[src/rtl/swervolf_sevseg_scanner.sv]
// Eight-digit multiplexed seven-segment scanner with per-digit PWM brightness and a blank guard sub-slot.
// Latency: pins are registered one cycle after the scan counters; register updates take effect at the next frame wrap.
// Backpressure: none; i_update is always accepted and held pending (last wins) until the frame boundary.
// Optional: define SEVSEG_ZERO_BLANK_EN to suppress leading zeros on digits 7..1.
module swervolf_sevseg_scanner #(
  parameter int SUBSLOT_CYCLES = 1024,
  parameter int CNT_W          = $clog2(SUBSLOT_CYCLES + 1)
) (
  input  logic        i_clk,
  input  logic        i_rst,
  input  logic [7:0]  i_digit_en,
  input  logic [31:0] i_digits,
  input  logic [7:0]  i_dp,
  input  logic [3:0]  i_brightness,
  input  logic        i_update,
  output logic [7:0]  o_an,
  output logic [6:0]  o_seg,
  output logic        o_dp,
  output logic        o_frame_done,
  output logic        o_busy_pending
);

  typedef struct packed {
    logic [7:0]  en;
    logic [31:0] digits;
    logic [7:0]  dp;
    logic [3:0]  bright;
  } disp_t;

  localparam logic [CNT_W-1:0] CYC_MAX = CNT_W'(SUBSLOT_CYCLES - 1);
  localparam logic [CNT_W-1:0] CYC_ONE = CNT_W'(1);
  localparam disp_t DISP_RST = '{en: 8'h00, digits: 32'h0, dp: 8'h00, bright: 4'hF};

  logic [CNT_W-1:0] cyc;
  logic [3:0]       sub;
  logic [2:0]       dig;
  logic             cyc_wrap;
  logic             sub_wrap;
  logic             frame_wrap;

  disp_t            shadow;
  disp_t            staging;
  disp_t            in_vals;
  logic             pending;

  logic [7:0]       blank;
  logic [3:0]       cur_nib;
  logic             lit;

  // Active-low abc_defg pattern for a hex nibble.
  function automatic logic [6:0] seg_decode(input logic [3:0] n);
    logic [6:0] s;
    case (n)
      4'h0: s = 7'b0000001;
      4'h1: s = 7'b1001111;
      4'h2: s = 7'b0010010;
      4'h3: s = 7'b0000110;
      4'h4: s = 7'b1001100;
      4'h5: s = 7'b0100100;
      4'h6: s = 7'b0100000;
      4'h7: s = 7'b0001111;
      4'h8: s = 7'b0000000;
      4'h9: s = 7'b0001100;
      4'hA: s = 7'b0001000;
      4'hB: s = 7'b1100000;
      4'hC: s = 7'b1110010;
      4'hD: s = 7'b1000010;
      4'hE: s = 7'b0110000;
      default: s = 7'b0111000;
    endcase
    return s;
  endfunction

  assign cyc_wrap   = (cyc == CYC_MAX);
  assign sub_wrap   = cyc_wrap && (sub == 4'd15);
  assign frame_wrap = sub_wrap && (dig == 3'd7);

  assign in_vals = '{en: i_digit_en, digits: i_digits, dp: i_dp, bright: i_brightness};
  assign o_busy_pending = pending;

  // Free-running scan counters: cycle within sub-slot, sub-slot within digit, digit within frame.
  always_ff @(posedge i_clk) begin
    if (i_rst) begin
      cyc <= '0;
      sub <= '0;
      dig <= '0;
    end else begin
      cyc <= cyc_wrap ? '0 : cyc + CYC_ONE;
      if (cyc_wrap) sub <= sub + 4'd1;
      if (sub_wrap) dig <= dig + 3'd1;
    end
  end

  // Update handshake: stage requests, commit to shadow only on the frame wrap so a frame never tears.
  always_ff @(posedge i_clk) begin
    if (i_rst) begin
      shadow  <= DISP_RST;
      staging <= DISP_RST;
      pending <= 1'b0;
    end else if (i_update && frame_wrap) begin
      // A request landing on the wrap cycle itself supersedes anything staged.
      shadow  <= in_vals;
      pending <= 1'b0;
    end else if (i_update) begin
      staging <= in_vals;
      pending <= 1'b1;
    end else if (frame_wrap && pending) begin
      shadow  <= staging;
      pending <= 1'b0;
    end
  end

`ifdef SEVSEG_ZERO_BLANK_EN
  logic zrun;

  // Leading-zero run from digit 7 downward; disabled digits neither blank nor break the run.
  always_comb begin
    blank = '0;
    zrun  = 1'b1;
    for (int k = 7; k >= 1; k--) begin
      if (shadow.en[k]) begin
        if ((shadow.digits[4*k +: 4] == 4'd0) && !shadow.dp[k]) begin
          blank[k] = zrun;
        end else begin
          zrun = 1'b0;
        end
      end
    end
  end
`else
  assign blank = '0;
`endif

  // Current digit is lit in sub-slots 1..brightness; sub-slot 0 is the anti-ghosting guard.
  always_comb begin
    cur_nib = shadow.digits[{dig, 2'b00} +: 4];
    lit     = (sub != 4'd0) && (sub <= shadow.bright) && shadow.en[dig] && !blank[dig];
  end

  // Registered pin drive and frame pulse.
  always_ff @(posedge i_clk) begin
    if (i_rst) begin
      o_an         <= 8'hFF;
      o_seg        <= 7'h7F;
      o_dp         <= 1'b1;
      o_frame_done <= 1'b0;
    end else begin
      o_frame_done <= frame_wrap;
      if (lit) begin
        o_an  <= ~(8'h01 << dig);
        o_seg <= seg_decode(cur_nib);
        o_dp  <= ~shadow.dp[dig];
      end else begin
        o_an  <= 8'hFF;
        o_seg <= 7'h7F;
        o_dp  <= 1'b1;
      end
    end
  end

endmodule

[config.mk]
export PLATFORM = sky130hd
export DESIGN_NAME = swervolf_sevseg_scanner
export DESIGN_NICKNAME = d
export VERILOG_FILES = /design/src/rtl/swervolf_sevseg_scanner.sv
export SDC_FILE = /design/constraint.sdc
export NUM_CORES = 1
export LEC_CHECK = 0
export BUFFER_PORTS_ARGS = -buffer_cell sky130_fd_sc_hd__buf_2
export CAP_MARGIN = 10
export CORE_UTILIZATION = 37
export DETAILED_ROUTE_END_ITERATION = 10
export SLEW_MARGIN = 10
export SYNTH_ARGS = -nofsm -noshare
export SYNTH_HDL_FRONTEND = slang
export SYNTH_SLANG_ARGS = --single-unit
[constraint.sdc]
create_clock -name i_clk -period 2.56 [get_ports i_clk]
set_input_delay 0 -clock i_clk [delete_from_list [all_inputs] [get_ports i_clk]]
set_output_delay 0 -clock i_clk [all_outputs]
set_load 0.05 [all_outputs]
==> results of run 1 <==
## flip-flops by register name, indices dropped and copies added, names as in the netlist
signal / count
shadow: 52
staging: 52
o_an: 8
o_busy_pending: 1
o_seg: 7
dig: 3
sub: 4
cyc: 11
o_dp: 1
o_frame_done: 1
## cell usage in the layout (no fill, tap or decap), types with 5 or more instances in the layout
cell type	n
a211oi_1	7
a21oi_1	57
a22o_1	5
a31oi_1	34
buf_2	71
buf_4	26
clkbuf_16	17
dfxtp_1	139
dlygate4sd3_1	52
ha_1	19
inv_1	49
mux2i_1	10
mux4_2	12
nand2_1	138
nand3_1	8
nor2_1	99
nor3_2	34
o21ai_0	13
o22ai_1	18
o22ai_2	30
xnor2_1	6
xor2_1	5
## metal layers
metal | part of all wire, % | GRT usage (%) | vias up
met1 | 48 | 25.3 | 2683
li1 | - | - | 2903
met3 | 4.0 | 4.78 | 17
met5 | 0 | 0 | -
met4 | 1.3 | 5.74 | 0
met2 | 47 | 30.2 | 103
## worst paths after layout
kind                            startpoint       end  slack, ps  depth (start not counted)
worst min register to register      cyc[0]    cyc[0]        450                          1
worst max-delay path                dig[1]  o_seg[0]        280                          8
worst max register to register      dig[1]  o_seg[0]        280                          8
worst min-delay path                 i_rst    sub[0]        140                          2
## power breakdown
| group | internal, uW | switching (uW) | total [uW] |
|---|---|---|---|
| combinational | 181 | 233 | 414 |
| clock | 1530 | 894 | 2420 |
| sequential | 2230 | 30.1 | 2260 |
## stage by stage
| step | instance area (sq um) | setup slack [ps] |
|---|---|---|
| final | 8480 | 278 |
| after global routing | 8480 | 67.1 |
| after CTS | 8480 | 262 |
| after detailed placement | 7380 | 282 |
| after global placement | 7380 | 336 |
| after floorplan | 6770 | 136 |
## layout make-up
type	count	area, sq um	area share (%)
Clock buffer	24	492	5.80
Clock inverter	7	87.6	1.03
Inverter	51	191	2.26
Multi-Input combinational cell	534	3470	40.9
Sequential cell	140	2800	33.1
Tap cell	229	287	3.38
Timing Repair Buffer	153	1150	13.6
## logic make-up after synthesis
logic type / share of synthesized area, %
DFF: 41.4
buffers and inverters: 7.51
and+or+nand+nor: 22.1
xor gates and xnor gates: 1.42
muxes: 5.97
AOI/OAI and AO/OA: 18.0
adders and majority gates: 3.51
## worst max-delay path: stages, from the launching register on
cell     delay (ps)
dfxtp_1         550
mux4_2          550
mux2i_1         190
buf_4           190
inv_1            90
ha_1            230
mux2_2          270
nand2_1          60
nand2_1          50
==> flow_summary.ini, run 1 <==
[status]
status = complete, no violations

[pwr]
power_uw = 5090
leakagePower_uw = 0.00324
power.density_nw_per_um2 = 601
max-vdd-ir-drop_v = 0.000432

[placed_design]
gp_congestion = 0.800
portBuffers = 72
hpwlAfterDp_mm = 11.1
dpl.cell_count = 1055

[clock_network]
clk_path_buf_depth = 2
cts_tree = yes
cts_hold_buf = 52
post_cts_buffers = 0
cts-htree-levels = 4
clock-sinks = 140
numCtsBuffers = 17
clk_latency_ps = 410
root_buffer = clkbuf_16
clkTransAtPathRegs_ps = 50
cts_resized = 0

[timing]
worst_pin_slew_ps = 871
max-slew-margin-rel_pct = 41.9
fmax_mhz = 438
tns_ps = 0
skew_ps = 6.95
rsz0062_at_grt = false
fin_crit_ps = 2280
finalHoldViolations = 0
setup_violations = 0
fin_hold_ws_ps = 140
min_period_over_period_pct = 89.1
slew_viol_final = 0

[min_path]
hold_path_class = input pin to flop

[drt]
drc_errors = 0
num_vias = 5706
routedWlPerCell_um = 14.8
vias_per_cell = 5.01
ant_nets = 0
dr.pass1.iters = 4
drt_iter0_markers = 361
totalWireLength_mm = 16.9

[worst_setup_path]
arrival_ps = 2590
path_max_fanout = 9
endpoint_kind = flop
start_kind = flop
worstPathRequired_ps = 2860
critPathKind = flop to flop

[layout]
syn2layout_area_growth_pct = 25.3
final_util_pct = 47.2
fillerInstances = 1726
drive_gt1_share_pct = 23.8
fin_nets = 971
antenna_cells = 0
instances_no_fill = 1138

[synth]
ys_seq_area_share_pct = 41.4
synth-seq-cells = 140
synth_area_leaders = dfxtp_1 41%, nand2_1 7.7%, nor2_1 5.5%, o22ai_2 5.5%, nor3_2 5.0%
synth-main-ff-cell = dfxtp_1
yosysTopAreaCell = dfxtp_1
syn_nets = 856
synth_cells = 782
ys_async_sr_fraction_pct = 0
yosys_warnings = 0
syn_avg_cell_area_sq_um = 8.65
post-synth-top-count-cell = dfxtp_1
synth_edf_count = 0
synthDistinctLibCells = 50
yosysTopAreaCellShare_pct = 41.4
yosys-top-cells-count = 140 x dfxtp_1, 138 x nand2_1, 100 x nor2_1
syn_area_sq_um = 6770

[floorplanning]
die_h_um = 137
num_rows = 49
core_area_sq_um = 18000
die_area_sq_um = 18800
io_pins = 73
start_util_pct = 37.7
die_w_um = 137

[global_routing]
grt_pass1_wl_mm = 27.3
grt_pass1_vias = 5395
grt_max_degree = 70
antenna_found_initial = 0
track_usage_pct = 19.0
grt-ovfl-total = 0

[run]
maxCapViolCount = 0
Note: power is estimated with default switching activity, not from simulation.
==> run 2: changes to the inputs <==
==> constraint.sdc (replaced) <==
create_clock -name i_clk -period 2.56 [get_ports i_clk]
set_input_delay 0.384 -clock i_clk [delete_from_list [all_inputs] [get_ports i_clk]]
set_output_delay 0.384 -clock i_clk [all_outputs]
set_load 0.05 [all_outputs]
==> run 2 against run 1 <==
Non-clock buffer count is 53 lower. Clock power rose by 11%. Highest routed layer unchanged. Largest cell class unchanged. Design area fell by 5.6%. Total power rose by 4.2%. First-iteration DRC count shrank 0.55%. Sequential power barely moved. Clock skew increased by 4.0 ps. Global-route usage decreased by 0.23 points. Die area did not move. Sequential cell count did not move. Maximum frequency down 0.71%.
==> flow_summary.ini, run 2 (same netlist as run 1, synthesis figures left out) <==
[min_path]
min_to = staging[3]
hold_path_class = input pin to flop
worstHoldStart = i_brightness[3]
min_path_cells = 3

[pwr]
switchingPower_uw = 1190
power.density_nw_per_um2 = 663
power.internal_uw = 4110
leakagePower_uw = 0.00304
p_sw_share_pct = 22.5
clock_power_share_pct = 50.7
max-vdd-ir-drop_v = 0.000471
pwr-share-comb_pct = 6.6
p_seq_share_pct = 42.6

[drt]
num_vias = 5567
ant_nets = 0
routedWlPerCell_um = 15.5
drc_errors = 0
totalWireLength_mm = 16.8
dr.pass1.iters = 5
vias_per_cell = 5.13
drt_iter0_markers = 359

[timing]
setup_violations = 0
slew_viol_final = 0
fin_hold_ws_ps = 191
tns_ps = 0
rsz0062_at_grt = false
worst_pin_slew_ps = 648
fmax_mhz = 435
min_period_over_period_pct = 89.8
skew_ps = 10.9
max-slew-margin-rel_pct = 56.8
finalHoldViolations = 0
fin_crit_ps = 2300

[worst_setup_path]
critPathKind = flop to flop
rr_startpoint = dig[1]
endpoint_kind = flop
r2r_slack_ps = 260
start_kind = flop
r2r_cells = 10
cpPeakStageDelay_ps = 410
crit_buf_inv = 4
cp_common_cell = buf_4
slowest_stage = dfxtp_1
worstPathRequired_ps = 2870
timing.rr.end = o_seg[0]
crit_start = dig[1]
path_max_fanout = 8
critPathTopFamily = multiplexers
path_cells = buf_4 -> buf_4 -> mux4_2 -> mux2i_1 -> buf_4 -> inv_1 -> ha_1 -> mux2_2 -> nand2_1 -> nand2_1
arrival_ps = 2610

[placed_design]
hpwlAfterDp_mm = 11.3
place_area_sq_um = 7360
portBuffers = 72
gp_congestion = 0.758
dpl.cell_count = 1054

[layout]
drive_gt1_share_pct = 25.2
design_area_sq_um = 8000
syn2layout_area_growth_pct = 18.3
instances_no_fill = 1085
antenna_cells = 0
most-common-layout-cells = 138 x nand2_1, 138 x dfxtp_1, 99 x nor2_1
reg_top3 = shadow: 52 flops, staging: 52 flops, cyc: 11 flops
fin_nets = 918

[global_routing]
grt_pass1_wl_mm = 27.2
antenna_found_initial = 0
grt_util_met2_pct = 30.5
grt_max_degree = 57
grt-ovfl-total = 0
grt.met1_usage_pct = 25.1
gr-max-usage-layer = met2
grt_use_met3_pct = 4.12
grt_pass1_vias = 5226
track_usage_pct = 18.8

[clock_network]
clk_path_buf_depth = 2
cts_tree = yes
root_buffer = clkbuf_16
cts_hold_buf = 0
cts-htree-levels = 4
clk_latency_ps = 420
numCtsBuffers = 17
clkTransAtPathRegs_ps = 60
clock-sinks = 140

[floorplanning]
die_h_um = 137
die_w_um = 137
num_rows = 49
die_area_sq_um = 18800
io_pins = 73
start_util_pct = 37.7
core_area_sq_um = 18000

[run]
maxCapViolCount = 0

[status]
status = complete, no violations
[run 2: worst max-delay path by stage]
stage,to,cells past startpoint
after CTS,o_seg[0],8
after floorplan,o_seg[0],8
after detailed placement,shadow[43],8
final,o_seg[0],10
after global routing,shadow[51],7
after global placement,o_seg[0],9
[run 2: per-stage QoR]
stage               util [%]  worst slack (ps)  total power, uW
floorplan                  -               136             2530
global placement        41.0               263             2660
detailed placement      41.0               226             2660
CTS                     44.5               196             5350
global route            44.5              60.5             5510
finish                  44.5               262             5310
[run 2: worst min-delay path, cell delays in order]
cell      delay, ps
buf_2            90
nand2_1          40
nand3b_1         70
[run 2: cell type report]
type	count	area, sq um
clock buffer	21	450
clock inverter	10	190
fill	1785	9960
inverter	51	191
multi-input combinational	534	3470
sequential	140	2810
tap	229	287
timing repair buffer	100	611
[run 2: timing repair]
| item | in CTS | in global routing |
|---|---|---|
| setup buffers | 0 | 0 |
| resized for setup | 0 | 1 |
| endpoints found under the setup margin | 0 | 6 |
[run 2: per-layer routing]
layer  routed length (um)  up-vias
li1                     -     2797
met1                 7930     2621
met2                 7920      137
met3                  791       12
met4                  138        0
met5                    0        -
[run 2: power by group through the flow]
stage / combinational [uW] / clock (uW) / sequential, uW
after floorplan: 231 / 0 / 2300
after detailed placement: 353 / 0 / 2310
after global placement: 349 / 0 / 2310
final: 352 / 2690 / 2260
after global routing: 391 / 2850 / 2270
after CTS: 354 / 2740 / 2260
==> run 3: changes to the inputs <==
--- a/config.mk
+++ b/config.mk
@@ -7,8 +7,11 @@
 export LEC_CHECK = 0
 export BUFFER_PORTS_ARGS = -buffer_cell sky130_fd_sc_hd__buf_2
 export CAP_MARGIN = 10
+export CELL_PAD_IN_SITES_DETAIL_PLACEMENT = 0
+export CELL_PAD_IN_SITES_GLOBAL_PLACEMENT = 1
 export CORE_UTILIZATION = 37
 export DETAILED_ROUTE_END_ITERATION = 10
+export PLACE_DENSITY_LB_ADDON = 0.1
 export SLEW_MARGIN = 10
 export SYNTH_ARGS = -nofsm -noshare
 export SYNTH_HDL_FRONTEND = slang
==> run 3 against run 2 <==
Sequential power about the same. Register-to-register slack got worse by 150 ps. Cell count increased by 0.37%. Global-route usage increased by 0.98 points. Sequential cell count unchanged. Design area increased by 1.3%. Count of clock-buffer cells in the layout unchanged. Critical path depth decreased by 3. Critical path type unchanged. Largest power group unchanged.
==> flow_summary.ini, run 3 (same netlist as run 1, synthesis figures left out) <==
[min_path]
min_to = staging[1]
min_path_cells = 3
hold_path_class = input pin to flop
worstHoldStart = i_brightness[1]

[floorplanning]
die_area_sq_um = 18800
die_h_um = 137
start_util_pct = 37.7
core_area_sq_um = 18000
die_w_um = 137
num_rows = 49
io_pins = 73

[status]
status = complete, no violations

[pwr]
max-vdd-ir-drop_v = 0.000442
power.density_nw_per_um2 = 674
p_seq_share_pct = 41.4
pwr-share-comb_pct = 6.7
leakagePower_uw = 0.00309
power.internal_uw = 4270
clock_power_share_pct = 51.9
p_sw_share_pct = 21.9
switchingPower_uw = 1200

[clock_network]
cts_tree = yes
numCtsBuffers = 17
clk_latency_ps = 430
root_buffer = clkbuf_16
cts_hold_buf = 0
cts-htree-levels = 4
clk_path_buf_depth = 2
post_cts_buffers = 0
clock-sinks = 140
clkTransAtPathRegs_ps = 60

[worst_setup_path]
worstPathRequired_ps = 2880
r2r_cells = 7
r2r_slack_ps = 110
path_max_fanout = 14
rr_startpoint = dig[0]
start_kind = flop
critPathKind = flop to flop
timing.rr.end = o_seg[0]
endpoint_kind = flop
arrival_ps = 2770

[timing]
tns_ps = 0
rsz0062_at_grt = false
min_period_over_period_pct = 95.8
fmax_mhz = 408
skew_ps = 8.18
slew_viol_final = 0
finalHoldViolations = 0
fin_crit_ps = 2450
max-slew-margin-rel_pct = 60.1
setup_violations = 0
worst_pin_slew_ps = 599

[placed_design]
portBuffers = 72
hpwlAfterDp_mm = 11.7
gp_congestion = 0.714

[drt]
ant_nets = 0
vias_per_cell = 5.14
drt_iter0_markers = 272
num_vias = 5593
dr.pass1.iters = 4
drc_errors = 0
routedWlPerCell_um = 16.3
totalWireLength_mm = 17.7

[global_routing]
grt_pass1_vias = 5302
grt-ovfl-total = 0
grt_max_degree = 71
antenna_found_initial = 0
track_usage_pct = 19.8
grt_pass1_wl_mm = 28.1

[layout]
multiInputGateArea_sq_um = 3470
syn2layout_area_growth_pct = 19.8
most-common-layout-cells = 139 x dfxtp_1, 138 x nand2_1, 99 x nor2_1
reg_top3 = shadow: 52 flops, staging: 52 flops, cyc: 11 flops
fin_nets = 921
fillerInstances = 1769
drive_gt1_share_pct = 25.7
layout_commonest_cell = dfxtp_1
antenna_cells = 0
final_util_pct = 45.1
ff_latch_area_sq_um = 2800

[run]
maxCapViolCount = 0
run 3: changes by cell type in the layout (fill, tap and decap cells not counted), sizes merged:
| cell | before | now |
|---|---|---|
| clkinvlp | 0 | 3 |
| bufinv | 5 | 6 |
| clkinv | 7 | 4 |
| buf | 100 | 103 |
run 3: critical path: stages (launching register included):
cell     delay [ps]
dfxtp_1         600
buf_4           220
mux4_2          540
mux2i_1         270
buf_4           240
mux2_2          350
nand2_1          70
nand2_1          50
run 3: area by class of cell:
| class | instances | area share (%) |
|---|---|---|
| Clock buffer | 21 | 5.81 |
| Clock inverter | 11 | 2.63 |
| Inverter | 51 | 2.36 |
| Multi-Input combinational cell | 534 | 42.8 |
| Sequential cell | 140 | 34.6 |
| Tap cell | 229 | 3.54 |
| Timing Repair Buffer | 103 | 8.28 |
run 3: timing repair:
item	4_1_cts	5_1_grt
endpoints found under the setup margin	0	10
endpoints found under the hold margin	0	0
gates resized for setup	0	1
run 3: per-stage QoR:
| step | hold slack [ps] | setup WS, ps | instances | total power [uW] | cell area, sq um |
|---|---|---|---|---|---|
| after global placement | 428 | 157 | 1057 | 2660 | 7420 |
| after global routing | 199 | 40.9 | 1089 | 5650 | 8100 |
| after detailed placement | 442 | 125 | 1057 | 2670 | 7420 |
| final | 205 | 107 | 1089 | 5460 | 8100 |
| after CTS | 185 | 81.6 | 1089 | 5520 | 8100 |
| after floorplan | 418 | 136 | 782 | 2530 | 6770 |
run 3: worst max-delay path by stage:
stage | start | to | slack [ps] | cells past startpoint
floorplan | dig[0] | o_seg[0] | 140 | 8
global placement | dig[0] | o_seg[0] | 160 | 7
detailed placement | dig[0] | shadow[3] | 130 | 7
CTS | dig[0] | shadow[0] | 80 | 7
global route | dig[0] | o_seg[0] | 40 | 8
finish | dig[0] | o_seg[0] | 110 | 7
run 3: routing by layer:
layer	vias up	global-route usage, %	part of all wire [%]
li1	2811	-	-
met3	14	3.50	3.1
met2	96	32.0	47
met1	2672	26.3	49
met4	0	7.14	1.3
met5	-	0	0
run 3: power by group through the flow:
stage	Clock (uW)	Sequential, uW	Combinational (uW)
after floorplan	0	2300	231
after global placement	0	2310	357
after detailed placement	0	2310	365
after CTS	2890	2260	366
after global routing	2980	2270	406
final	2840	2260	365
